==> src/rtl/bw_test_sequencer.sv <==
// bw_test_sequencer
// -----------------
// Drives a traffic generator through repeated write / read / write-then-read /
// concurrent bandwidth runs. It collects the min/max/sum of the per-phase
// durations that the generator reports, and counts completed iterations.
//
// Command handshake: cmd_ready is high only in IDLE. A command is accepted on
// a rising clk edge where cmd_start && cmd_ready. A cmd_start seen while
// cmd_ready is low is dropped; it is not queued.
//
// Ports
//   clk, resetn        clock (rising edge), synchronous active-low reset
//   cmd_start          one-cycle start request
//   cmd_mode           0 write, 1 read, 2 write-then-read, 3 concurrent
//   cmd_iters          iteration count, 0 behaves as 1
//   cmd_ready          idle and able to accept cmd_start
//   tg_start_write/read  one-cycle engine start pulses (registered)
//   tg_write/read_busy   engine busy flags
//   tg_write/read_time   last duration of each engine, in cycles
//   wr_min/max/sum       write statistics for the current run
//   rd_min/max/sum       read statistics for the current run
//   iter_done            completed iterations in the current run
//   done               one-cycle pulse at the end of a run
//   error              sticky timeout flag, cleared on an accepted command
//   state_dbg          current FSM state, for debug and checker binding
module bw_test_sequencer #(
    parameter logic [31:0] TIMEOUT_CYCLES = 32'hFFFF_FFFF
) (
    input  logic        clk,
    input  logic        resetn,
    input  logic        cmd_start,
    input  logic [1:0]  cmd_mode,
    input  logic [15:0] cmd_iters,
    output logic        cmd_ready,
    output logic        tg_start_write,
    output logic        tg_start_read,
    input  logic        tg_write_busy,
    input  logic        tg_read_busy,
    input  logic [31:0] tg_write_time,
    input  logic [31:0] tg_read_time,
    output logic [31:0] wr_min,
    output logic [31:0] wr_max,
    output logic [47:0] wr_sum,
    output logic [31:0] rd_min,
    output logic [31:0] rd_max,
    output logic [47:0] rd_sum,
    output logic [15:0] iter_done,
    output logic        done,
    output logic        error,
    output logic [2:0]  state_dbg
);

    typedef enum logic [2:0] {
        S_IDLE   = 3'd0,
        S_ISSUE  = 3'd1,
        S_WAIT   = 3'd2,
        S_ACCUM  = 3'd3,
        S_FINISH = 3'd4
    } state_t;

    localparam logic [1:0] MODE_RD     = 2'd1;
    localparam logic [1:0] MODE_WR_RD  = 2'd2;
    localparam logic [1:0] MODE_CONC   = 2'd3;
    localparam logic [31:0] MIN_INIT   = 32'hFFFF_FFFF;

    state_t      state_q;
    logic [1:0]  mode_q;
    logic [15:0] iters_q;
    logic        phase_rd_q;     // 0: write phase, 1: read phase
    logic        wr_act_q;       // write engine was started this phase
    logic        rd_act_q;       // read engine was started this phase
    logic [31:0] tmo_q;
    logic        start_wr_q;
    logic        start_rd_q;
    logic        done_q;
    logic        error_q;
    logic [15:0] iter_done_q;
    logic [31:0] wr_min_q, wr_max_q, rd_min_q, rd_max_q;
    logic [47:0] wr_sum_q, rd_sum_q;

    // Next-value helpers
    logic [1:0]  issue_mode_d;
    logic        issue_rd_d;
    logic        issue_wr_go_d;
    logic        issue_rd_go_d;
    logic        phase_done_d;
    logic [31:0] tmo_d;
    logic [15:0] iter_done_d;
    logic [31:0] wr_min_d, wr_max_d, rd_min_d, rd_max_d;
    logic [47:0] wr_sum_d, rd_sum_d;

    always_comb begin
        // The start pulses are registered. They must be computed on the edge
        // that enters ISSUE, from the mode and phase that ISSUE will use.
        issue_mode_d = mode_q;
        issue_rd_d   = phase_rd_q;
        if (state_q == S_IDLE) begin
            issue_mode_d = cmd_mode;
            issue_rd_d   = (cmd_mode == MODE_RD);
        end else if (state_q == S_ACCUM) begin
            if (mode_q == MODE_WR_RD && !phase_rd_q) begin
                issue_rd_d = 1'b1;
            end else begin
                issue_rd_d = (mode_q == MODE_RD);
            end
        end
        issue_wr_go_d = !issue_rd_d || (issue_mode_d == MODE_CONC);
        issue_rd_go_d =  issue_rd_d || (issue_mode_d == MODE_CONC);

        phase_done_d = (!wr_act_q || !tg_write_busy) && (!rd_act_q || !tg_read_busy);
        tmo_d        = tmo_q + 32'd1;
        iter_done_d  = iter_done_q + 16'd1;

        // Strict compares, so an equal candidate leaves the register unchanged.
        wr_min_d = (tg_write_time < wr_min_q) ? tg_write_time : wr_min_q;
        wr_max_d = (tg_write_time > wr_max_q) ? tg_write_time : wr_max_q;
        rd_min_d = (tg_read_time  < rd_min_q) ? tg_read_time  : rd_min_q;
        rd_max_d = (tg_read_time  > rd_max_q) ? tg_read_time  : rd_max_q;
        wr_sum_d = wr_sum_q + {16'd0, tg_write_time};
        rd_sum_d = rd_sum_q + {16'd0, tg_read_time};
    end

    always_ff @(posedge clk) begin
        if (!resetn) begin
            state_q     <= S_IDLE;
            mode_q      <= 2'd0;
            iters_q     <= 16'd1;
            phase_rd_q  <= 1'b0;
            wr_act_q    <= 1'b0;
            rd_act_q    <= 1'b0;
            tmo_q       <= 32'd0;
            start_wr_q  <= 1'b0;
            start_rd_q  <= 1'b0;
            done_q      <= 1'b0;
            error_q     <= 1'b0;
            iter_done_q <= 16'd0;
            wr_min_q    <= MIN_INIT;
            wr_max_q    <= 32'd0;
            wr_sum_q    <= 48'd0;
            rd_min_q    <= MIN_INIT;
            rd_max_q    <= 32'd0;
            rd_sum_q    <= 48'd0;
        end else begin
            start_wr_q <= 1'b0;
            start_rd_q <= 1'b0;
            done_q     <= 1'b0;
            case (state_q)
                S_IDLE: begin
                    if (cmd_start) begin
                        mode_q      <= cmd_mode;
                        iters_q     <= (cmd_iters == 16'd0) ? 16'd1 : cmd_iters;
                        error_q     <= 1'b0;
                        iter_done_q <= 16'd0;
                        wr_min_q    <= MIN_INIT;
                        wr_max_q    <= 32'd0;
                        wr_sum_q    <= 48'd0;
                        rd_min_q    <= MIN_INIT;
                        rd_max_q    <= 32'd0;
                        rd_sum_q    <= 48'd0;
                        phase_rd_q  <= issue_rd_d;
                        start_wr_q  <= issue_wr_go_d;
                        start_rd_q  <= issue_rd_go_d;
                        wr_act_q    <= issue_wr_go_d;
                        rd_act_q    <= issue_rd_go_d;
                        state_q     <= S_ISSUE;
                    end
                end
                S_ISSUE: begin
                    tmo_q   <= 32'd0;
                    state_q <= S_WAIT;
                end
                S_WAIT: begin
                    // Completion wins over a timeout that lands on the same cycle.
                    if (phase_done_d) begin
                        state_q <= S_ACCUM;
                    end else if (tmo_d == TIMEOUT_CYCLES) begin
                        tmo_q   <= tmo_d;
                        error_q <= 1'b1;
                        done_q  <= 1'b1;
                        state_q <= S_FINISH;
                    end else begin
                        tmo_q <= tmo_d;
                    end
                end
                S_ACCUM: begin
                    if (wr_act_q) begin
                        wr_min_q <= wr_min_d;
                        wr_max_q <= wr_max_d;
                        wr_sum_q <= wr_sum_d;
                    end
                    if (rd_act_q) begin
                        rd_min_q <= rd_min_d;
                        rd_max_q <= rd_max_d;
                        rd_sum_q <= rd_sum_d;
                    end
                    // In write-then-read mode, the write half alone does not
                    // complete an iteration.
                    if (mode_q == MODE_WR_RD && !phase_rd_q) begin
                        phase_rd_q <= issue_rd_d;
                        start_wr_q <= issue_wr_go_d;
                        start_rd_q <= issue_rd_go_d;
                        wr_act_q   <= issue_wr_go_d;
                        rd_act_q   <= issue_rd_go_d;
                        state_q    <= S_ISSUE;
                    end else begin
                        iter_done_q <= iter_done_d;
                        if (iter_done_d == iters_q) begin
                            done_q  <= 1'b1;
                            state_q <= S_FINISH;
                        end else begin
                            phase_rd_q <= issue_rd_d;
                            start_wr_q <= issue_wr_go_d;
                            start_rd_q <= issue_rd_go_d;
                            wr_act_q   <= issue_wr_go_d;
                            rd_act_q   <= issue_rd_go_d;
                            state_q    <= S_ISSUE;
                        end
                    end
                end
                S_FINISH: begin
                    state_q <= S_IDLE;
                end
                default: begin
                    state_q <= S_IDLE;
                end
            endcase
        end
    end

    assign cmd_ready      = (state_q == S_IDLE);
    assign tg_start_write = start_wr_q;
    assign tg_start_read  = start_rd_q;
    assign wr_min         = wr_min_q;
    assign wr_max         = wr_max_q;
    assign wr_sum         = wr_sum_q;
    assign rd_min         = rd_min_q;
    assign rd_max         = rd_max_q;
    assign rd_sum         = rd_sum_q;
    assign iter_done      = iter_done_q;
    assign done           = done_q;
    assign error          = error_q;
    assign state_dbg      = state_q;

endmodule

==> config.mk <==
export PLATFORM = sky130hd
export DESIGN_NAME = bw_test_sequencer
export DESIGN_NICKNAME = d
export VERILOG_FILES = /design/src/rtl/bw_test_sequencer.sv
export SDC_FILE = /design/constraint.sdc
export NUM_CORES = 1
export LEC_CHECK = 0
export BUFFER_PORTS_ARGS = -buffer_cell sky130_fd_sc_hd__clkbuf_2
export CELL_PAD_IN_SITES_DETAIL_PLACEMENT = 0
export CELL_PAD_IN_SITES_GLOBAL_PLACEMENT = 2
export CORE_ASPECT_RATIO = 1.5
export CORE_UTILIZATION = 36
export DETAILED_ROUTE_END_ITERATION = 10
export PLACE_DENSITY = 0.95
export SLEW_MARGIN = 20
export SYNTH_ARGS = -nofsm -noshare
export SYNTH_HDL_FRONTEND = slang
export SYNTH_SLANG_ARGS = --single-unit
==> constraint.sdc <==
create_clock -name clk -period 10.1 [get_ports clk]
set_input_delay 2.02 -clock clk [delete_from_list [all_inputs] [get_ports clk]]
set_output_delay 2.02 -clock clk [all_outputs]
set_load 0.01 [all_outputs]
==> results of run 1 <==
## cell usage in the layout (no fill, tap or decap), drive strengths merged, types with 18 or more instances in the layout
| master | count |
|---|---|
| nand2 | 214 |
| nor2b | 18 |
| dfxtp | 300 |
| or3 | 49 |
| nor2 | 297 |
| a21o | 58 |
| o21ai | 122 |
| nor4 | 18 |
| a22oi | 37 |
| a211oi | 22 |
| xnor2 | 73 |
| nand3 | 92 |
| xor2 | 33 |
| nor3 | 39 |
| nand4 | 50 |
| mux2i | 98 |
| inv | 162 |
| a21oi | 206 |
| clkbuf | 391 |
| ha | 193 |
| and3 | 25 |
| o21a | 20 |
## metrics by stage
stage	cells	power [W]	utilization [%]
global route	3439	0.003000	42.74
global placement	3371	0.001550	40.41
floorplan	2460	0.001433	-
finish	3439	0.002893	42.74
detailed placement	3371	0.001557	40.42
CTS	3436	0.002933	42.71
## critical path, stage by stage
cell	delay, ps
clkbuf_2	140
ha_1	260
fa_1	440
a211oi_2	210
o21bai_1	130
o21ba_1	230
or4_1	630
a311o_1	410
a311o_1	410
nand2_1	320
or4_1	170
a21oi_1	60
## worst paths after layout
check / from / end / slack (ps) / depth (start not counted)
setup / recovery: tg_write_time[0] / wr_sum[38]$_SDFFE_PN0P_ / 5050 / 12
setup reg to reg: state_dbg[2]$_SDFFE_PN0P_ / wr_sum[34]$_SDFFE_PN0P_ / 6020 / 6
hold / removal: error$_SDFFE_PN0P_ / error$_SDFFE_PN0P_ / 450 / 2
hold reg to reg: error$_SDFFE_PN0P_ / error$_SDFFE_PN0P_ / 450 / 2
## logic make-up after synthesis
logic type,count (synthesis),synth area share (%)
AOI/OAI and AO/OA,600,19.56
buffers and inverters,285,5.735
DFF,300,30.83
xor gates and xnor gates,106,4.765
and+or+nand+nor,874,21.37
muxes,100,5.151
adders and majority gates,195,12.60
## layout make-up
cell class                      count  share of cell area [%]
Sequential cell                   300                   26.21
Antenna cell                        2                 0.02184
Clock buffer                       57                   4.986
Clock inverter                      8                  0.3877
Timing Repair Buffer              347                   7.733
Inverter                          161                   2.649
Multi-Input combinational cell   1875                   54.25
Tap cell                          689                   3.763
## flip-flops by register name, summed over array words and instances (netlist names)
name and flops:
rd_sum 48, wr_sum 48, rd_max 32, rd_min 32, tmo_q 32, wr_max 32
wr_min 32, iter_done 16, iters_q 16, state_dbg 3, mode_q 2, done 1
error 1, phase_rd_q 1, rd_act_q 1, tg_start_read 1, tg_start_write 1, wr_act_q 1
## power by group through the flow
| stage | registers, W | logic (W) | clock network (W) |
|---|---|---|---|
| after floorplan | 0.00123 | 0.000201 | 0 |
| after global placement | 0.00124 | 0.000314 | 0 |
| after detailed placement | 0.00124 | 0.000320 | 0 |
| after CTS | 0.00121 | 0.000322 | 0.00140 |
| after global routing | 0.00121 | 0.000354 | 0.00143 |
| final | 0.00121 | 0.000320 | 0.00136 |
## routing by layer
layer  up-vias  global-route usage, %
met5         -                      0
met4         6                  7.421
met3       105                  5.726
met2       461                  42.29
met1      9037                  24.69
li1       9282                      -
==> reports/qor.csv, run 1 <==
metric;value;unit
post-synth-top-area-cell;dfxtp_1;
tritoncts;yes;
post_cts_resized;0;
drt-total-wl;64.20;mm
synth_warnings;0;
numCtsBuffers;36;
cts_root_buffer;clkbuf_16;
synth.area.top_cells;dfxtp_1, ha_1, nor2_1, a21oi_1, mux2i_1;
cp.arrival;5430;ps
ys_ff_latch;300;
path_max_fanout;12;
routed-wl-met3;4.197;mm
grt_max_degree;90;
ys_top_cells_by_count;dfxtp_1, nor2_1, nand2_1;
die-area;55070;µm²
drtIter0Drc;875;
hold_ws;450.4;ps
p_leak;10.75;nW
antenna_found_initial;5;
met1_length;24.85;mm
p_sw;0.0007911;W
cts.sinks;300;
wl_met2;33.26;mm
status;complete, no violations;
htreeDepth;2;
fin_crit;5050;ps
synth_edf_count;0;
dpl_worst_slack;4501;ps
required;10480;ps
design_area;22910;µm²
clk_pin_slew;60;ps
avgRoutedWirePerCell;18.67;µm
vdd_drop_max;107.4;µV
cellPowerDensity;126.3;nW/µm²
start_kind;primary input;
drtAntennaViolNets;0;
finClkSkew;19.84;ps
num_io_pins;335;
power.internal;0.002102;W
register_area;6006;µm²
initial_core_util;36.34;%
synthArstFlopShare;0;%
grt_pass1_vias;18180;
vias_per_cell;5.493;
tightestPinTransition;1099;ps
syn_to_final_growth;17.60;%
cts_setup_buffers;0;
rows;104;
nNetsFinal;3003;
die_h;286.9;µm
critPathKind;in2reg;
core;53610;µm²
fin_ws;5050;ps
fmax;198.0;MHz
cts_buffer_depth;3;
top_layer;met5;
overflow;0;
hpwl;48.71;mm
rsz0062_at_grt;no;
drv_slew;0;
gr-usage-all-layers;22.75;%
worstHoldPathType;reg2reg;
tns;0;ps
synthesis.area;19480;µm²
period_share;50.00;%
final_layout_size_suffix_gt1_share;16.05;%
drv_cap;0;
clk_latency;540;ps
num_vias;18890;
yosysMostFrequentCell;dfxtp_1;
drt-pass1-iter-count;5;
dpl-instance-area;21670;µm²
swShare;27.34;%
clkPwrFrac;47.1;%
cts_hold_buf;0;
p_comb_share;11.1;%
synth_cell_types;88;
multi_input_area;12430;µm²
grt_pass1_wl;99.52;mm
setup_viol;0;
synth_top_area_share;30.83;%
synthCells;2460;
io_buffers;334;
ys.flop_type;dfxtp_1;
die_x;191.9;µm
synth_area_per_cell;7.920;µm²
gp_congestion;0.8919;
pwr-share-seq;41.9;%
finalHoldViolations;0;
seq_area_frac_synth;30.83;%
end_kind;register;
syn-num-nets;2742;
max-slew-margin-rel;26.47;%
n_fill_cell;5469;
drcViolationCount;0;
Power figures use the tool's default switching activity.
==> run 2: changes to the inputs <==
--- a/config.mk
+++ b/config.mk
@@ -9,9 +9,9 @@
 export CELL_PAD_IN_SITES_DETAIL_PLACEMENT = 0
 export CELL_PAD_IN_SITES_GLOBAL_PLACEMENT = 2
 export CORE_ASPECT_RATIO = 1.5
-export CORE_UTILIZATION = 36
+export CORE_UTILIZATION = 33
 export DETAILED_ROUTE_END_ITERATION = 10
-export PLACE_DENSITY = 0.95
+export PLACE_DENSITY = 0.9
 export SLEW_MARGIN = 20
 export SYNTH_ARGS = -nofsm -noshare
 export SYNTH_HDL_FRONTEND = slang
==> constraint.sdc (replaced) <==
create_clock -name clk -period 5.25 [get_ports clk]
set_input_delay 1.05 -clock clk [delete_from_list [all_inputs] [get_ports clk]]
set_output_delay 1.05 -clock clk [all_outputs]
set_load 0.01 [all_outputs]
==> run 2 against run 1 <==
Against the previous run: worst hold slack got worse by 3.7 ps; worst setup slack worse by 3700 ps; critical path depth is the same; cell area is 1.3% higher; non-clock buffer count grew 15; register-to-register slack got worse by 4400 ps; clock skew rose by 4.5 ps; via count up 0.93%; count of clock-buffer cells in the layout down 5; sequential share of layout area down 0.35 points; clock power is 110% higher.
==> reports/qor.csv, run 2 (synthesis results as in run 1) <==
metric;value;unit;change
fin_ws;1337;ps;-3714 ps
die_x;200.4;µm;+4.4%
drtIter0Drc;835;;-4.6%
required;5640;ps;-4840 ps
drtAntennaViolNets;0;;unchanged
cts_buffer_depth;3;;unchanged
grt_pass1_vias;18760;;+3.2%
drcViolationCount;0;;unchanged
period_share;74.54;%;
syn_to_final_growth;19.18;%;
finClkSkew;24.34;ps;+4.499 ps
rows;108;;+3.8%
cts.sinks;300;;unchanged
drv_slew;0;;unchanged
finalHoldViolations;0;;unchanged
start_kind;primary input;;
antenna_found_initial;6;;+1
gr-usage-all-layers;21.81;%;-0.94 points
cts_hold_buf;0;;unchanged
path_cells;clkbuf_2 > ha_1 > fa_1 > a211oi_2 > o21bai_1 > o21ba_1 > or4_1 > a311o_1 > a311o_1 > nand2_1 > or4_1 > a21oi_1;;
drt-pass1-iter-count;5;;unchanged
die_h;299.6;µm;+4.4%
num_vias;19070;;+0.93%
gp_congestion;0.8826;;-1.0%
p_leak;10.88;nW;+1.3%
grt_max_degree;73;;-19%
nNetsFinal;3019;;+0.53%
avgRoutedWirePerCell;19.11;µm;+2.4%
vias_per_cell;5.394;;-1.8%
drt-total-wl;67.56;mm;+5.2%
final_layout_size_suffix_gt1_share;16.57;%;+0.52 points
num_io_pins;335;;unchanged
cellPowerDensity;249.0;nW/µm²;+97%
overflow;0;;unchanged
fin_crit;3914;ps;
drv_cap;0;;unchanged
vdd_drop_max;241.0;µV;+120%
cp_slowest_stage_delay;600;ps;-30 ps
path_delay_family;compound AO/OA/AOI/OAI gates;;
grt_pass1_wl;104.5;mm;+5.0%
layout_commonest_cell;clkbuf_2;;
critPathKind;in2reg;;
clk_latency;560;ps;+20 ps
initial_core_util;33.53;%;-2.8 points
end_kind;register;;
cts_root_buffer;clkbuf_16;;
cts_setup_buffers;0;;unchanged
io_buffers;334;;unchanged
fmax;255.5;MHz;
tritoncts;yes;;
htreeDepth;2;;unchanged
die-area;60030;µm²;+9.0%
path_max_fanout;12;;unchanged
tightestPinTransition;1095;ps;-3.551 ps
max-slew-margin-rel;26.89;%;+0.42 points
worstHoldPathType;reg2reg;;
numCtsBuffers;37;;+2.8%
tns;0;ps;unchanged
dpl_worst_slack;784.3;ps;-3717 ps
post_cts_resized;0;;unchanged
hpwl;51.12;mm;+5.0%
rsz0062_at_grt;no;;
status;complete, no violations;;
core;58110;µm²;+8.4%
clk_pin_slew;60;ps;about the same
setup_viol;0;;unchanged
cp.buffers_inverters;1;;unchanged
layout_common_cells;clkbuf_2, dfxtp_1, nor2_1, nand2_1, a21oi_1;;
slowest_stage;or4_1;;
cp.arrival;4310;ps;-1120 ps
run 2: final timing paths:
check	to	cells past startpoint	from	slack, ps
setup reg to reg	tg_start_write$_SDFF_PN0_	10	iter_done[0]$_SDFFE_PN0P_	1640
hold / removal	error$_SDFFE_PN0P_	2	error$_SDFFE_PN0P_	450
setup / recovery	wr_sum[46]$_SDFFE_PN0P_	12	tg_write_time[0]	1340
hold reg to reg	error$_SDFFE_PN0P_	2	error$_SDFFE_PN0P_	450
run 2: where the power goes:
| group | total (W) | switching (W) | internal, W |
|---|---|---|---|
| Sequential | 0.00233 | 0.0000307 | 0.00230 |
| Combinational | 0.000632 | 0.000428 | 0.000205 |
| Clock | 0.00282 | 0.00109 | 0.00173 |
run 2: layout make-up:
type / instances / area, µm²
Antenna cell: 1 / 2.502
Clock buffer: 52 / 1115
Clock inverter: 14 / 201.4
Fill cell: 6084 / 34890
Inverter: 161 / 606.8
Multi-Input combinational cell: 1875 / 12420
Sequential cell: 300 / 6006
Tap cell: 770 / 963.4
Timing Repair Buffer: 362 / 1909
run 2: metrics by stage:
step | total power (W) | hold WS (ps) | cells | utilization [%] | area (µm²)
global placement | 0.003010 | 436.1 | 3468 | 37.69 | 21900
global route | 0.006006 | 492.4 | 3535 | 39.96 | 23220
floorplan | 0.002757 | 440.1 | 2460 | - | 19480
detailed placement | 0.003017 | 444.4 | 3468 | 37.69 | 21900
CTS | 0.005860 | 452.2 | 3534 | 39.96 | 23220
finish | 0.005781 | 446.7 | 3535 | 39.96 | 23220
run 2: tightest hold or removal path: stages, from the launching register on:
cell and delay (ps):
dfxtp_1 310, inv_1 50, a21oi_1 50
run 2: metal layers:
layer	part of all wire, %	GRT usage, %	vias to the layer above
met5	0.10	0	-
met4	3.3	7.888	10
met3	5.6	4.968	120
met2	51	40.71	495
met1	40	23.85	9107
li1	-	-	9335
==> run 3: changes to the inputs <==
--- a/config.mk
+++ b/config.mk
@@ -9,9 +9,9 @@
 export CELL_PAD_IN_SITES_DETAIL_PLACEMENT = 0
 export CELL_PAD_IN_SITES_GLOBAL_PLACEMENT = 2
 export CORE_ASPECT_RATIO = 1.5
-export CORE_UTILIZATION = 33
+export CORE_UTILIZATION = 30
 export DETAILED_ROUTE_END_ITERATION = 10
-export PLACE_DENSITY = 0.9
+export PLACE_DENSITY = 0.87
 export SLEW_MARGIN = 20
 export SYNTH_ARGS = -nofsm -noshare
 export SYNTH_HDL_FRONTEND = slang
==> constraint.sdc (replaced) <==
create_clock -name clk -period 3.5 [get_ports clk]
set_input_delay 0.7 -clock clk [delete_from_list [all_inputs] [get_ports clk]]
set_output_delay 0.7 -clock clk [all_outputs]
set_load 0.01 [all_outputs]
==> run 3 against run 2 <==
Against the previous run: the flow now finishes with violations (DRC); sequential share of layout area shrank 1.0 points; register-to-register slack lost 1500 ps; core utilization shrank 2.4 points; cell area grew 4.0%; routed wire length grew 3.5%; final cell count grew 5.7%; non-clock buffer count grew 103; global-route usage shrank 0.95 points; sequential power grew 50%; critical endpoint unchanged; largest cell class unchanged.
==> reports/qor.csv, run 3 (synthesis results as in run 1) <==
metric;value;unit;change
fin_ws;189.9;ps;-1147 ps
tritoncts;yes;;
core;64330;µm²;+11%
period_share;94.57;%;
grt_max_degree;65;;-11%
max-slew-margin-rel;29.15;%;+2.3 points
nNetsFinal;3123;;+3.4%
avgRoutedWirePerCell;18.71;µm;-2.1%
num_io_pins;335;;unchanged
design_area;24160;µm²;+4.0%
antenna_found_initial;5;;-1
die-area;65990;µm²;+9.9%
drt-total-wl;69.94;mm;+3.5%
layout_common_cells;clkbuf_2, dfxtp_1, nor2_1, nand2_1, a21oi_1;;
finalHoldViolations;0;;unchanged
vdd_drop_max;346.1;µV;+44%
cellPowerDensity;361.1;nW/µm²;+45%
setup_viol;0;;unchanged
end_kind;register;;
io_buffers;334;;unchanged
status;complete, but fails checks;;
final_layout_size_suffix_gt1_share;19.60;%;+3.0 points
gp_congestion;0.9158;;+3.8%
drv_slew;0;;unchanged
hpwl;54.16;mm;+6.0%
grt_pass1_vias;19200;;+2.3%
cts_buffer_depth;3;;unchanged
dpl-instance-area;22860;µm²;+4.4%
die_x;210.1;µm;+4.8%
initial_core_util;30.29;%;-3.2 points
drcViolationCount;2;;+2
cts_setup_buffers;0;;unchanged
drv_cap;0;;unchanged
tightestPinTransition;1059;ps;-36.70 ps
clk_latency;570;ps;about the same
path_max_fanout;12;;unchanged
rsz0062_at_grt;no;;
numCtsBuffers;38;;+2.7%
violations;DRC;;
gr-usage-all-layers;20.86;%;-0.95 points
die_h;314.1;µm;+4.8%
syn_to_final_growth;24.00;%;
fin_crit;3310;ps;
clk_pin_slew;60;ps;about the same
critPathKind;reg2reg;;
p_leak;11.39;nW;+4.6%
dpl_worst_slack;-337.1;ps;-1121 ps
grt_pass1_wl;108.0;mm;+3.3%
tns;0;ps;unchanged
drt-pass1-iter-count;10;;+5
rows;114;;+5.6%
cp.arrival;3740;ps;-570 ps
vias_per_cell;5.153;;-4.5%
htreeDepth;2;;unchanged
fmax;302.1;MHz;
finClkSkew;25.39;ps;+1.050 ps
required;3930;ps;-1710 ps
start_kind;register;;
drtIter0Drc;965;;+16%
layout.cells.non_filler;3738;;+5.7%
layout_commonest_cell;clkbuf_2;;
drtAntennaViolNets;0;;unchanged
dp_cells;3671;;+5.9%
num_vias;19260;;+1.0%
worstHoldPathType;in2reg;;
cts_root_buffer;clkbuf_16;;
cts.sinks;300;;unchanged
overflow;0;;unchanged
==> run 3: layout make-up <==
cell class | instances | area [µm²]
clock buffers | 47 | 1036
clock inverters | 19 | 261.5
flip-flops and latches | 300 | 6006
multi-input cells | 1875 | 12420
inverters | 161 | 606.8
repair buffers | 465 | 2733
diodes | 1 | 2.502
fillers | 6700 | 40170
well taps | 870 | 1089
==> run 3: what timing repair did <==
action,4_1_cts,5_1_grt
hold buffers,0,0
setup endpoints to repair,0,17
gates resized for setup,0,1
==> run 3: per-layer routing <==
layer | track usage (%) | part of all wire [%]
met5 | 0 | 0.079
met4 | 6.835 | 3.0
met3 | 5.098 | 6.0
met2 | 38.64 | 51
met1 | 23.02 | 40
==> run 3: power by group <==
part	internal [W]	leakage, nW	switching (W)
clock network	0.00255	0.637	0.00167
registers	0.00345	2.42	0.0000437
logic	0.000349	8.33	0.000664
==> run 3: worst paths after layout <==
path	startpoint	end	slack, ps	depth (start not counted)
setup / recovery	wr_sum[0]$_SDFFE_PN0P_	wr_sum[46]$_SDFFE_PN0P_	190	12
hold / removal	cmd_iters[14]	iters_q[14]$_SDFFE_PN0P_	360	2
setup reg to reg	wr_sum[0]$_SDFFE_PN0P_	wr_sum[46]$_SDFFE_PN0P_	190	12
hold reg to reg	iters_q[3]$_SDFFE_PN0P_	iters_q[3]$_SDFFE_PN0P_	480	2
==> run 3: through the flow <==
stage / hold slack [ps] / utilization [%] / power, W
2_1_floorplan: 440.1 / - / 0.004136
3_3_place_gp: 459.7 / 35.53 / 0.004568
3_5_place_dp: 470.0 / 35.53 / 0.004586
4_1_cts: 318.8 / 37.55 / 0.008863
5_1_grt: 335.7 / 37.55 / 0.009079
6_report: 360.9 / 37.55 / 0.008723
==> run 3: critical path, stage by stage (launching register included) <==
cell      delay [ps]
dfxtp_1          320
ha_1             210
fa_1             410
a211oi_2         190
o21bai_1         130
o21ba_1          210
or4_1            560
a311o_1          350
a311o_1          370
nand2_1          130
buf_12           130
or4_1            100
a21oi_1           60
